<file path="src/rtl/spram32_arb_pkg.sv">
// Shared constants, types and helpers for the spram32 round-robin arbiter.
package spram32_arb_pkg;

   localparam int unsigned ASZ = 15;   // word address width (32K words)
   localparam int unsigned DSZ = 32;   // data width
   localparam int unsigned BSZ = 4;    // byte lanes per word
   localparam int unsigned IDW = 2;    // requester index width (up to 4 requesters)

   typedef logic [ASZ-1:0] addr_t;
   typedef logic [DSZ-1:0] data_t;
   typedef logic [BSZ-1:0] bmsk_t;
   typedef logic [IDW-1:0] id_t;

   // Memory-side command payload (write enable is carried separately)
   typedef struct packed {
      addr_t ai;
      data_t vi;
      bmsk_t bmsk;
   } mem_cmd_t;

   // Next requester index, wrapping modulo n
   function automatic id_t rr_next(input id_t cur, input int unsigned n);
      if (32'(cur) + 32'd1 >= n) return '0;
      return cur + id_t'(1);
   endfunction

endpackage

</file>
<file path="src/rtl/spram32_arb_if.sv">
// Requester-side bus of the spram32 arbiter: per-port request/command in, grant/read data out.
interface spram32_arb_if
   import spram32_arb_pkg::*;
#(
   parameter int unsigned NREQ = 2
);

   logic [NREQ-1:0] req;
   logic [NREQ-1:0] lock;
   logic [NREQ-1:0] we;
   addr_t           ai   [NREQ];
   data_t           vi   [NREQ];
   bmsk_t           bmsk [NREQ];
   logic [NREQ-1:0] gnt;
   logic [NREQ-1:0] rvld;
   data_t           vo;

   modport master (
      output req, lock, we, ai, vi, bmsk,
      input  gnt, rvld, vo
   );

   modport slave (
      input  req, lock, we, ai, vi, bmsk,
      output gnt, rvld, vo
   );

endinterface

</file>
<file path="src/rtl/spram32_arb_rr_pick.sv">
// Round-robin priority encoder: first active request after 'last', modulo NREQ.
module spram32_arb_rr_pick
   import spram32_arb_pkg::*;
#(
   parameter int unsigned NREQ = 2
) (
   input  logic [NREQ-1:0] req,
   input  id_t             last,
   output id_t             win_id,
   output logic            win_vld
);

   id_t scan;

   // Walk indices last+1, last+2, ... and take the first requester found
   always_comb begin
      win_id  = last;
      win_vld = 1'b0;
      scan    = last;
      for (int k = 0; k < int'(NREQ); k++) begin
         scan = rr_next(scan, NREQ);
         for (int j = 0; j < int'(NREQ); j++) begin
            if (!win_vld && req[j] && (id_t'(j) == scan)) begin
               win_id  = scan;
               win_vld = 1'b1;
            end
         end
      end
   end

endmodule

</file>
<file path="src/rtl/spram32_arb.sv">
// Round-robin arbiter sharing one single-port 32K x 32 SRAM among NREQ requesters,
// with optional burst lock and a one-cycle read return pipeline.
module spram32_arb
   import spram32_arb_pkg::*;
#(
   parameter int unsigned NREQ = 2
) (
   input  logic          clk,
   input  logic          rst,
   spram32_arb_if.slave  bus,
   output addr_t         mem_ai,
   output logic          mem_we,
   output data_t         mem_vi,
   output bmsk_t         mem_bmsk,
   input  data_t         mem_vo
);

   id_t      last;        // most recently granted requester
   logic     owner_vld;   // a locked requester holds the memory
   id_t      owner_id;
   logic     rd_pend;     // read issued last cycle, data arrives now
   id_t      rd_id;
   mem_cmd_t hold;        // bus value kept on idle cycles

   id_t      pick_id;
   logic     pick_vld;
   logic     owner_act;
   id_t      sel_id;
   logic     sel_vld;
   logic     sel_we;
   logic     sel_lock;
   mem_cmd_t sel_cmd;

   spram32_arb_rr_pick #(
      .NREQ (NREQ)
   ) u_pick (
      .req     (bus.req),
      .last    (last),
      .win_id  (pick_id),
      .win_vld (pick_vld)
   );

   // Owner keeps the memory only while its req and lock are both still high
   always_comb begin
      owner_act = 1'b0;
      for (int i = 0; i < int'(NREQ); i++) begin
         if (owner_vld && (id_t'(i) == owner_id) && bus.req[i] && bus.lock[i]) begin
            owner_act = 1'b1;
         end
      end
   end

   assign sel_id  = owner_act ? owner_id : pick_id;
   assign sel_vld = !rst && (owner_act || pick_vld);

   // Steer the winner's command onto the memory bus; idle cycles replay the held value
   always_comb begin
      sel_we   = 1'b0;
      sel_lock = 1'b0;
      sel_cmd  = hold;
      for (int i = 0; i < int'(NREQ); i++) begin
         if (sel_vld && (id_t'(i) == sel_id)) begin
            sel_we       = bus.we[i];
            sel_lock     = bus.lock[i];
            sel_cmd.ai   = bus.ai[i];
            sel_cmd.vi   = bus.vi[i];
            sel_cmd.bmsk = bus.bmsk[i];
         end
      end
   end

   assign mem_ai   = sel_cmd.ai;
   assign mem_vi   = sel_cmd.vi;
   assign mem_bmsk = sel_cmd.bmsk;
   assign mem_we   = sel_we;

   // One-hot grant for this cycle and read-valid for last cycle's read
   always_comb begin
      bus.gnt  = '0;
      bus.rvld = '0;
      for (int i = 0; i < int'(NREQ); i++) begin
         bus.gnt[i]  = sel_vld && (id_t'(i) == sel_id);
         bus.rvld[i] = rd_pend && (id_t'(i) == rd_id);
      end
   end

   assign bus.vo = mem_vo;

   // Arbitration state, lock ownership and read-return pipeline
   always_ff @(posedge clk or posedge rst) begin
      if (rst) begin
         last      <= id_t'(NREQ - 1);
         owner_vld <= 1'b0;
         owner_id  <= '0;
         rd_pend   <= 1'b0;
         rd_id     <= '0;
         hold      <= '0;
      end else begin
         rd_pend   <= sel_vld && !sel_we;
         rd_id     <= sel_id;
         owner_vld <= sel_vld && sel_lock;
         owner_id  <= sel_id;
         if (sel_vld) begin
            last <= sel_id;
            hold <= sel_cmd;
         end
      end
   end

endmodule
</file>
<file path="src/flat_wrapper.sv">
// flat-port wrapper written by rule: the top's interface ports become plain ports
module spram32_arb_flat import spram32_arb_pkg::*;
#(
   parameter int unsigned NREQ = 2
)
  (clk, rst, mem_ai, mem_we, mem_vi, mem_bmsk, mem_vo, bus_req, bus_lock, bus_we, bus_ai, bus_vi, bus_bmsk, bus_gnt, bus_rvld, bus_vo);
  spram32_arb_if #(.NREQ(NREQ)) bus_i ();
  input  logic clk;
  input  logic rst;
  output addr_t mem_ai;
  output logic mem_we;
  output data_t mem_vi;
  output bmsk_t mem_bmsk;
  input  data_t mem_vo;
  input wire logic [$bits(bus_i.req)-1:0] bus_req;
  input wire logic [$bits(bus_i.lock)-1:0] bus_lock;
  input wire logic [$bits(bus_i.we)-1:0] bus_we;
  input wire logic [$bits(bus_i.ai)-1:0] bus_ai;
  input wire logic [$bits(bus_i.vi)-1:0] bus_vi;
  input wire logic [$bits(bus_i.bmsk)-1:0] bus_bmsk;
  output wire logic [$bits(bus_i.gnt)-1:0] bus_gnt;
  output wire logic [$bits(bus_i.rvld)-1:0] bus_rvld;
  output wire logic [$bits(bus_i.vo)-1:0] bus_vo;
  assign bus_i.req = bus_req;
  assign bus_i.lock = bus_lock;
  assign bus_i.we = bus_we;
  assign bus_i.ai = {>>{bus_ai}};
  assign bus_i.vi = {>>{bus_vi}};
  assign bus_i.bmsk = {>>{bus_bmsk}};
  assign bus_gnt = bus_i.gnt;
  assign bus_rvld = bus_i.rvld;
  assign bus_vo = bus_i.vo;
  spram32_arb #(.NREQ(NREQ)) u_core (.clk(clk), .rst(rst), .bus(bus_i), .mem_ai(mem_ai), .mem_we(mem_we), .mem_vi(mem_vi), .mem_bmsk(mem_bmsk), .mem_vo(mem_vo));
endmodule
</file>
<file path="config.mk">
export PLATFORM = sky130hd
export DESIGN_NAME = spram32_arb_flat
export DESIGN_NICKNAME = d
export VERILOG_FILES = /design/src/rtl/spram32_arb_pkg.sv /design/src/rtl/spram32_arb_if.sv /design/src/rtl/spram32_arb_rr_pick.sv /design/src/rtl/spram32_arb.sv /design/src/flat_wrapper.sv
export SDC_FILE = /design/constraint.sdc
export NUM_CORES = 1
export LEC_CHECK = 0
export CAP_MARGIN = 0
export CORE_ASPECT_RATIO = 1.4
export CORE_UTILIZATION = 32
export DETAILED_ROUTE_END_ITERATION = 10
export HOLD_SLACK_MARGIN = 0.03
export PLACE_DENSITY_LB_ADDON = 0.12
export SLEW_MARGIN = 20
export SYNTH_ARGS = -nofsm -noshare
export SYNTH_HDL_FRONTEND = slang
export SYNTH_SLANG_ARGS = --single-unit
</file>
<file path="constraint.sdc">
create_clock -name clk -period 3.9 [get_ports clk]
set_input_delay 0.78 -clock clk [delete_from_list [all_inputs] [get_ports clk]]
set_output_delay 0.78 -clock clk [all_outputs]
set_load 0.01 [all_outputs]
</file>
## Word level (Yosys, flattened, before mapping)

Index checks and enable logic that the tools add are counted.

- Register bits after elaboration: 57
- Bits of input ports: 142
- Output and inout port bits: 88
- Logic and storage cells: 70

- $add $sub $neg: 4
- Magnitude comparators: 2
- Equal/unequal tests: 4
- Multiplexer cells: 23
- Reductions and logical operators: 30

Operator list:

| kind | number |
|---|---|
| $mux W51 | 2 |
| $ge A32 B2 Y1 const B | 1 |
| $logic_and A1 B1 Y1 | 20 |
| $mux W2 | 9 |
| $mux W1 | 12 |
| $eq A1 B2 Y1 const A | 4 |
| $logic_not A2 Y1 | 4 |
| $add A2 B1 Y3 const B | 2 |
| $logic_not A1 Y1 | 5 |
| $add A2 B1 Y2 const B | 2 |
| $ge A3 B2 Y1 const B | 1 |
| $logic_or A1 B1 Y1 | 1 |

## Depth between registers and ports, before layout

Gate-level depths: netlist of run 1.

- Depth after elaboration: 26
- Mapped depth: 9
- Mapped depth without buffers: 7

## Cells and area by module

A second synthesis of run 1 with hierarchy kept.

- Cells, all modules: 503
- Area total of the unflattened synthesis: 4,709.5 µm²

Modules (own cells, without submodules):

| module | instances | cells an instance | area an instance (µm²) | sequential area each (µm²) |
|---|---|---|---|---|
| spram32_arb | 1 | 490 | 4,618.2 | 1,427.6 |
| spram32_arb_rr_pick | 1 | 13 | 91.3 | 0.0 |

## Worst setup path before layout of run 1

OpenSTA, ideal clock, no wires.

- Path kind: input -> output
- Start point: input port rst
- End point: output port mem_bmsk[0]
- Data arrival time: 3.249 ns
- Data required time: 3.120 ns
- Path slack: -0.129 ns
- Stages on the path: 7
- Buffers on the path: 3
- Path through: inv_1 o221ai_1 o22a_1 buf_6 buf_2 buf_6 o21ai_1

- Cells in the longest elaborated chain, start to end: 5
- Elaborated cells on any way between the ends: 6
- Classes of those cells: 2 x mux; 4 x reduce/logical

Ends and longest elaborated chain:

| what | line | RTL |
|---|---|---|
| start, declared | flat_wrapper.sv:9 | `input logic rst;` |
| $logic_not A1 Y1 * | spram32_arb.sv:54 | `assign sel_vld = !rst && (owner_act \|\| pick_vld);` |
| $logic_and A1 B1 Y1 * | spram32_arb.sv:54 |  |
| $logic_and A1 B1 Y1 | spram32_arb.sv:62 | `if (sel_vld && (id_t'(i) == sel_id)) begin` |
| $mux W51 | spram32_arb.sv:62 |  |
| $mux W51 * | spram32_arb.sv:62 |  |
| end, declared | flat_wrapper.sv:13 | `output bmsk_t mem_bmsk;` |

Mark *: on every way between the ends. The rest lies on a longest branch, timed or not.

## Final worst setup path of run 1

- Start point: input port bus_lock[0]
- End point: output port mem_vi[0]

- Cells in the longest elaborated chain, start to end: 8
- Elaborated cells on any way between the ends: 12
- Classes of those cells: 1 x eq/ne; 5 x mux; 6 x reduce/logical

Ends and longest elaborated chain:

| what | line | RTL |
|---|---|---|
| start, declared | flat_wrapper.sv:16 | `input wire logic [$bits(bus_i.lock)-1:0] bus_lock;` |
| $logic_and A1 B1 Y1 * | spram32_arb.sv:47 | `if (owner_vld && (id_t'(i) == owner_id) && bus.req[i] && bus.lock[i]) begin` |
| $mux W1 * (2 in a row) | spram32_arb.sv:47 |  |
| $mux W2 or $logic_or A1 B1 Y1 (tied branches) | spram32_arb.sv:53, spram32_arb.sv:54 |  |
| $logic_not A2 Y1 or $logic_and A1 B1 Y1 (tied branches) | spram32_arb.sv:62, spram32_arb.sv:54 |  |
| $logic_and A1 B1 Y1 | spram32_arb.sv:62 |  |
| $mux W51 | spram32_arb.sv:62 |  |
| $mux W51 * | spram32_arb.sv:62 |  |
| end, declared | flat_wrapper.sv:12 | `output data_t mem_vi;` |

Marks and branches as above.

==> results.cfg, run 1 <==
[status]
status = complete, no violations

[worst_setup_path]
crit_fanout = 14
regToRegSetupSlack_ns = 1.52
cp_num_cells = 9
startpoint_type = input pin
critPathMaxStageDelay_ns = 0.49
r2r_end = u_core.rd_pend
cp_cell_sequence = clkdlybuf4s50_1 > nand3b_1 > a21o_1 > a31oi_4 > buf_6 > buf_16 > mux2i_2 > o21ai_1 > clkdlybuf4s50_1
worstSetupPathType = input pin to output pin
worstRegToRegCells = 9
critPathBufInv = 4
critical_path.reg2reg.startpoint = u_core.last[0]
crit_family = buffers and inverters
crit_end = mem_vi[0]
critPathLaunch = bus_lock[0]
slowest_stage = clkdlybuf4s50_1
cpMostUsedCell = clkdlybuf4s50_1
worstPathArrival_ns = 3.10
critPathCaptureType = output pin
required_ns = 3.12

[yosys]
yosys.area.top_type = dfrtp_1
syn_area_um2 = 3290
syn-num-nets = 500
synth_top_area_share_pct = 42.6
synth_cell_type_count = 31
yosysMostFrequentCell = dfrtp_1
ys_top_cells_by_count = dfrtp_1, nand2_1, o21ai_0, mux2i_1, o21ai_1
synthFlopType = dfrtp_1
yosys_warnings = 0
synthTopCellsByArea = dfrtp_1, mux2i_1, o21ai_0, o21ai_1, buf_4
async_flop_share_pct = 100
syn_area_per_cell_um2 = 9.23
seq_area_frac_synth_pct = 43.4
synth_enable_flop_cells = 0
syn_inst = 356
ys_ff_latch = 57

[sta]
setup_tns_ns = 0
drv_slew = 0
setup_ws_ns = 0.0197
fin_crit_sh_pct = 99.5
max_freq_mhz = 258
min_period_ns = 3.88
clock_skew_ns = 0.00628
finalSetupViolCount = 0
relSlewSlack_pct = 51.3
worstMarginPinSlew_ns = 0.731
rsz0062_at_grt = yes
finalHoldViolCount = 0

[cells_and_area]
syn2layout_area_growth_pct = 68.7
fillers = 899
layout.nets = 643
fin_area_um2 = 5550
antenna_cells = 0
drive_gt1_share_pct = 13.9

[drt]
routedWlPerCell_um = 13.9
drtIter0Drc = 52
via_count = 3044
antenna_left = 0
dr.pass1.iters = 4
finalWirelength_um = 8860
vias_per_cell = 4.76
drcViolationCount = 0

[global_routing]
grt.overflow.total = 0
first_global_vias = 3021
grt_pass1_wl_um = 14000
use_met2_pct = 32.0
busiest_layer = met2
grt_max_degree = 58
use_met3_pct = 3.46
antenna_found_initial = 0
use_met1_pct = 17.2
grt_usage_pct = 17.0

[die]
die_area_um2 = 10700
die_w_um = 87.7
fp.dieH_um = 122
initial_utilization_pct = 33.0
io_pins = 230
core_area_um2 = 9950
std_cell_rows = 43

[clocking]
htree_levels = 3
cts_root_buffer = clkbuf_16
cts_sinks = 57
clk_pin_slew_ns = 0.05
clockBufferDepth = 2
cts_inserted_buffers = 9
insertion_delay_ns = 0.32
cts_tree = done

[placement]
place_ws_ns = -0.0853
gp_congestion = 0.767
post-dp-hpwl_um = 6530
io_buffers = 165
placedInstanceArea_um2 = 4930

[power]
leakagePower_nw = 2.45
p_per_area_nw_per_um2 = 841
vdd_drop_max_mv = 0.385

[job]
cap_violations = 0

[hold_path]
hold_path_depth = 2
hold_start = u_core.hold[17]
min_path_type = flop to flop
-- routing by layer --
layer  vias up  share of wire [%]
met5         -                  0
li1       1495                  -
met3        29                6.5
met1      1400                 37
met2       120                 54
met4         0                2.9
-- kinds of logic after synthesis --
| kind of cell | synth area share, % |
|---|---|
| AO/OA/AOI/OAI | 18.2 |
| adder cells (fa/ha/maj) | 0.761 |
| buffers and inverters | 12.3 |
| flip-flops | 43.4 |
| multiplexers | 16.1 |
| AND/OR/NAND/NOR | 9.17 |
-- layout make-up --
cell class | instances | area (um2) | share of cell area (%)
Clock inverter | 4 | 97.6 | 1.76
Multi-Input combinational cell | 240 | 1610 | 29.0
Clock buffer | 12 | 267 | 4.81
Tap cell | 135 | 169 | 3.05
Sequential cell | 57 | 1430 | 25.7
Inverter | 4 | 18.8 | 0.338
Timing Repair Buffer | 187 | 1960 | 35.3
-- metrics by stage --
step	total power [mW]	std cells	util (%)	hold slack [ns]
floorplan	2.41	356	-	0.439
global placement	3.53	616	49.5	0.450
detailed placement	3.57	616	49.5	0.462
CTS	4.62	634	53.7	0.473
global route	5.00	639	55.7	0.487
finish	4.66	639	55.7	0.467
-- worst min-delay path by stage --
stage	to	slack, ns
6_report	u_core.hold[17]	0.47
5_1_grt	u_core.hold[50]	0.49
4_1_cts	u_core.hold[9]	0.47
3_5_place_dp	u_core.hold[15]	0.46
3_3_place_gp	u_core.hold[15]	0.45
2_1_floorplan	u_core.hold[10]	0.44
-- cells in the final DEF, fill, tap and decap left out, types with 2 or more instances in the layout --
| cell type | instances |
|---|---|
| clkbuf_8 | 3 |
| dlygate4sd2_1 | 3 |
| o21ai_1 | 50 |
| buf_6 | 2 |
| mux2i_2 | 20 |
| o21a_1 | 2 |
| o21ai_0 | 54 |
| dfrtp_1 | 56 |
| buf_12 | 6 |
| clkbuf_16 | 9 |
| mux2i_1 | 30 |
| bufinv_16 | 3 |
| dlymetal6s2s_1 | 17 |
| nand2_1 | 55 |
| a21oi_1 | 3 |
| nor2_1 | 3 |
| buf_4 | 13 |
| mux2i_4 | 3 |
| ha_1 | 2 |
| clkinvlp_4 | 2 |
| nor2b_1 | 2 |
| inv_1 | 3 |
| clkdlybuf4s50_1 | 145 |
-- flip-flops by register name, summed over array words and instances (netlist names) --
register	cells
u_core.rd_pend	1
u_core.owner_id	2
u_core.owner_vld	1
u_core.hold	51
u_core.last	2
-- power by group --
group / internal (mW) / switching, mW / total (mW)
registers: 0.877 / 0.0821 / 0.959
logic: 1.47 / 1.30 / 2.77
clock network: 0.675 / 0.260 / 0.936
total: 3.02 / 1.65 / 4.66
-- what timing repair did --
item | 4_1_cts | 5_1_grt
buffers inserted | 1 | 5
hold buffers | 0 | 0
cloned | 1 | 0
resized for setup | 10 | 43
pin swaps | 1 | 0
endpoints found under the setup margin | 10 | 50
-- worst reg2reg max path, stage by stage, from the launching register on --
cell and delay (ns):
dfstp_2 0.54, inv_1 0.07, ha_1 0.29, nor4b_4 0.29, a31oi_2 0.08, a31oi_4 0.29, buf_6 0.23, mux2i_2 0.29
buf_4 0.15, o21a_1 0.10
Note: power is estimated with default switching activity, not from simulation.
==> inputs of run 2 (changes only) <==
Settings changed: REMOVE_ABC_BUFFERS set to 1.
==> run 2 against run 1 <==
Power is 4.9% lower; critical path depth is 1 higher; die area stayed put; count of clock-buffer cells in the layout is 1 lower; sequential power hardly changed; sequential share of layout area is 0.81 points higher; highest routed layer is now met5; via count is 0.62% higher; non-clock buffer count is 6 lower; hold slack worse by 0.00068 ns.
==> results.cfg, run 2 (synthesis results as in run 1) <==
[hold_path]
hold_path_depth = 2
min_path_type = flop to flop
hold_start = u_core.hold[12]
min_to = u_core.hold[12]

[worst_setup_path]
worstRegToRegCells = 11
worstPathArrival_ns = 3.08
worstSetupPathType = input pin to output pin
cpMostUsedCell = clkdlybuf4s50_1
slowest_stage = clkdlybuf4s50_1
r2r_end = u_core.hold[40]
required_ns = 3.12
critPathCaptureType = output pin
cp_cell_sequence = clkdlybuf4s50_1 > nand3b_1 > a21o_1 > a31oi_4 > buf_12 > buf_6 > buf_16 > mux2i_2 > o21ai_1 > clkdlybuf4s50_1
startpoint_type = input pin
critical_path.reg2reg.startpoint = u_core.last[0]
regToRegSetupSlack_ns = 1.51
critPathMaxStageDelay_ns = 0.50
crit_fanout = 11

[sta]
relSlewSlack_pct = 50.3
finalSetupViolCount = 0
clock_skew_ns = 0.00828
finalHoldViolCount = 0
max_freq_mhz = 259
fin_crit_sh_pct = 99.1
setup_ws_ns = 0.0351
drv_slew = 0
rsz0062_at_grt = yes
worstMarginPinSlew_ns = 0.745
min_period_ns = 3.86

[cells_and_area]
regArea_um2 = 1430
fillers = 934
final_common_cell = clkdlybuf4s50_1
stdcell_count = 632
drive_gt1_share_pct = 11.5
multi_input_area_um2 = 1560
antenna_cells = 0
largest_reg_flops = 51
syn2layout_area_growth_pct = 63.5
final_cell_mix = clkdlybuf4s50_1, dfrtp_1, nand2_1
largest-register = u_core.hold
layout.nets = 637
top_regs = u_core.hold (51), u_core.last (2), u_core.owner_id (2)

[global_routing]
first_global_vias = 2963
grt_usage_pct = 19.6
antenna_found_initial = 0
grt_max_degree = 72
grt_pass1_wl_um = 15400
grt.overflow.total = 0

[drt]
via_count = 3063
antenna_left = 0
drcViolationCount = 0
routedWlPerCell_um = 16.8
vias_per_cell = 4.85
drtIter0Drc = 132
dr.pass1.iters = 4
finalWirelength_um = 10600

[job]
cap_violations = 0

[die]
core_area_um2 = 9950
die_w_um = 87.7
initial_utilization_pct = 33.0
fp.dieH_um = 122
std_cell_rows = 43
die_area_um2 = 10700
io_pins = 230

[placement]
io_buffers = 165
gp_congestion = 0.832
placed_cells = 612
place_ws_ns = -0.0711
post-dp-hpwl_um = 7840

[clocking]
cts_sinks = 57
cts_root_buffer = clkbuf_16
clk_pin_slew_ns = 0.05
cts_tree = done
cts_inserted_buffers = 9
insertion_delay_ns = 0.32
htree_levels = 3
clockBufferDepth = 2

[power]
p_per_area_nw_per_um2 = 825
vdd_drop_max_mv = 0.383
leakagePower_nw = 2.31

[status]
status = complete, no violations
## run 2: worst max path at each step
stage / startpoint / end / slack (ns) / cells after the start
3_5_place_dp: bus_req[0] / mem_vi[8] / -0.07 / 8
4_1_cts: bus_lock[0] / mem_vi[10] / -0.004 / 8
3_3_place_gp: bus_req[0] / mem_vi[8] / -0.03 / 8
5_1_grt: bus_lock[0] / mem_vi[29] / -0.08 / 10
2_1_floorplan: rst / mem_ai[14] / -1.71 / 4
6_report: bus_lock[0] / mem_ai[10] / 0.04 / 10
## run 2: report_power, final
group / leakage [nW] / internal (mW) / total [mW] / switching, mW
clock: 0.135 / 0.437 / 0.689 / 0.251
combinational: 1.46 / 1.48 / 2.79 / 1.31
sequential: 0.706 / 0.877 / 0.956 / 0.0796
## run 2: area by class of cell
cell class	count	area share [%]
multi-input cells	240	29.0
flip-flops and latches	57	26.6
inverters	4	0.279
clock buffers	11	4.52
repair buffers	181	36.2
well taps	135	3.14
clock inverters	4	0.372
## run 2: worst max-delay path: cells and delay by family
kind	cells	cell delay (ns)
mux	1	0.25
compound gates	3	0.52
buf+inv	5	1.39
simple gates	1	0.13
## run 2: per-stage QoR
step                hold WS, ns  setup TNS [ns]  util [%]  power (mW)  cell area, um2
floorplan                 0.439         -128.66         -        2.33            2900
global placement          0.454          -0.126      49.1        3.49            4880
detailed placement        0.461          -0.916      49.1        3.53            4880
CTS                       0.473        -0.00709      52.2        4.32            5200
global route              0.490          -0.817      54.0        4.77            5380
finish                    0.466               0      54.0        4.44            5380
## run 2: layer usage
metal | global-route usage [%] | wire, um
met5 | 5.05 | 73
met4 | 8.30 | 272
met3 | 13.9 | 1620
met2 | 31.5 | 5130
met1 | 18.8 | 3540
## run 2: repair_timing
action,in CTS,in global routing
resized for setup,7,30
buffers inserted,1,1
pin swaps,1,3
endpoints found under the setup margin,25,48
hold buffers,0,0
gates cloned,1,2
==> inputs of run 3 (changes only) <==
Settings changed: SETUP_SLACK_MARGIN set to 0.1.
==> run 3 against run 2 <==
Sequential share of layout area down 1.3 points; critical path type unchanged; critical endpoint is now mem_vi[1]; non-clock buffer count is 12 higher; clock power about the same; sequential power is essentially flat; power increased by 3.0%; utilization increased by 2.7 points; critical path depth stayed put; wire length increased by 0.36%.
==> results.cfg, run 3 (synthesis results as in run 1) <==
[clocking]
cts_root_buffer = clkbuf_16
clk_pin_slew_ns = 0.05
hold_buffers = 0
cts_inserted_buffers = 9
clockBufferDepth = 2
cts_tree = done
htree_levels = 3
cts_sinks = 57
insertion_delay_ns = 0.32

[worst_setup_path]
critPathBufInv = 5
worstRegToRegCells = 11
r2r_end = u_core.hold[10]
slowest_stage = clkdlybuf4s50_1
cp_cell_sequence = clkdlybuf4s50_1 > nand3b_1 > a21o_1 > a31oi_4 > buf_6 > buf_6 > buf_16 > mux2i_1 > o21ai_1 > clkdlybuf4s50_1
required_ns = 3.12
crit_family = buffers and inverters
regToRegSetupSlack_ns = 1.43
startpoint_type = input pin
worstPathArrival_ns = 3.09
critical_path.reg2reg.startpoint = u_core.last[0]
crit_fanout = 11
critPathCaptureType = output pin
critPathMaxStageDelay_ns = 0.50
worstSetupPathType = input pin to output pin

[sta]
clock_skew_ns = 0.00887
max_freq_mhz = 258
min_period_ns = 3.87
finalHoldViolCount = 0
setup_ws_ns = 0.0289
fin_crit_sh_pct = 99.3
setup_tns_ns = 0
worstMarginPinSlew_ns = 0.736
relSlewSlack_pct = 50.9
drv_slew = 0
rsz0062_at_grt = yes
hold_slack_ns = 0.466
finalSetupViolCount = 0

[drt]
vias_per_cell = 4.83
drtIter0Drc = 84
drcViolationCount = 0
via_count = 3112
finalWirelength_um = 10700
antenna_left = 0
dr.pass1.iters = 4
routedWlPerCell_um = 16.6

[die]
die_w_um = 87.7
initial_utilization_pct = 33.0
io_pins = 230
std_cell_rows = 43
core_area_um2 = 9950
fp.dieH_um = 122
die_area_um2 = 10700

[global_routing]
grt.overflow.total = 0
antenna_found_initial = 0
first_global_vias = 3021
grt_usage_pct = 20.1
grt_pass1_wl_um = 15800
grt_max_degree = 72

[power]
leakagePower_nw = 2.62
power_mw = 4.57
vdd_drop_max_mv = 0.389
p_per_area_nw_per_um2 = 810

[placement]
gp_congestion = 0.832
place_ws_ns = -0.0711
post-dp-hpwl_um = 7840
io_buffers = 165
placed_cells = 612
placedInstanceArea_um2 = 4880

[cells_and_area]
finish.utilization_pct = 56.7
syn2layout_area_growth_pct = 71.6
largest_reg_flops = 51
final_cell_mix = clkdlybuf4s50_1, dfrtp_1, nand2_1
drive_gt1_share_pct = 17.5
antenna_cells = 0
top_regs = u_core.hold (51), u_core.last (2), u_core.owner_id (2)
layout.nets = 649
final_common_cell = clkdlybuf4s50_1
largest-register = u_core.hold
stdcell_count = 644
fin_area_um2 = 5640

[hold_path]
hold_start = u_core.hold[11]
min_to = u_core.hold[11]
min_path_type = flop to flop
hold_path_depth = 2

[status]
status = complete, no violations

[job]
cap_violations = 0
[run 3: cell count changes in the layout (fill, tap and decap cells not counted), sizes merged]
cell	delta
clkbuf	-2
clkdlybuf4s15	+1
dlymetal6s2s	+16
buf	+13
clkdlybuf4s50	-37
bufbuf	+1
dlygate4sd2	+20
[run 3: power breakdown]
part | internal, mW | switching, mW
Clock | 0.437 | 0.251
Combinational | 1.56 | 1.37
Sequential | 0.877 | 0.0792
Total | 2.87 | 1.70
[run 3: layout make-up]
class	count	area (um2)
Tap cell	135	169
Timing Repair Buffer	193	2040
Sequential cell	57	1430
Inverter	4	15.0
Clock inverter	4	20.0
Fill cell	902	4310
Multi-Input combinational cell	240	1730
Clock buffer	11	243
[run 3: repair_timing]
item                       CTS  global route
buffers inserted             6             9
cloned                       2             0
pin swaps                    3             0
setup endpoints to repair   53            36
gates resized for setup     53            54
[run 3: how the worst max path moves through the flow]
stage                      from          to  slack (ns)  depth (start not counted)
finish              bus_lock[0]   mem_vi[1]        0.03                         10
global route        bus_lock[0]   mem_ai[3]       -0.07                         10
CTS                 bus_lock[0]   mem_vi[1]        0.05                         10
detailed placement   bus_req[0]   mem_vi[8]       -0.07                          8
global placement     bus_req[0]   mem_vi[8]       -0.03                          8
floorplan                   rst  mem_ai[14]       -1.71                          4
[run 3: per-layer routing]
layer / vias up / global-route usage, % / wire length, um
met5: - / 5.05 / 73
li1: 1505 / - / -
met1: 1444 / 19.8 / 3520
met3: 20 / 13.5 / 1600
met2: 141 / 32.2 / 5200
met4: 2 / 8.71 / 289
[run 3: worst reg2reg max path, delay by kind of cell, from the launching register on]
kind,cells,cell delay [ns]
simple gates,1,0.29
flops,1,0.53
mux,1,0.22
buf+inv,5,0.63
compound gates,3,0.39
fa+ha+maj,1,0.28
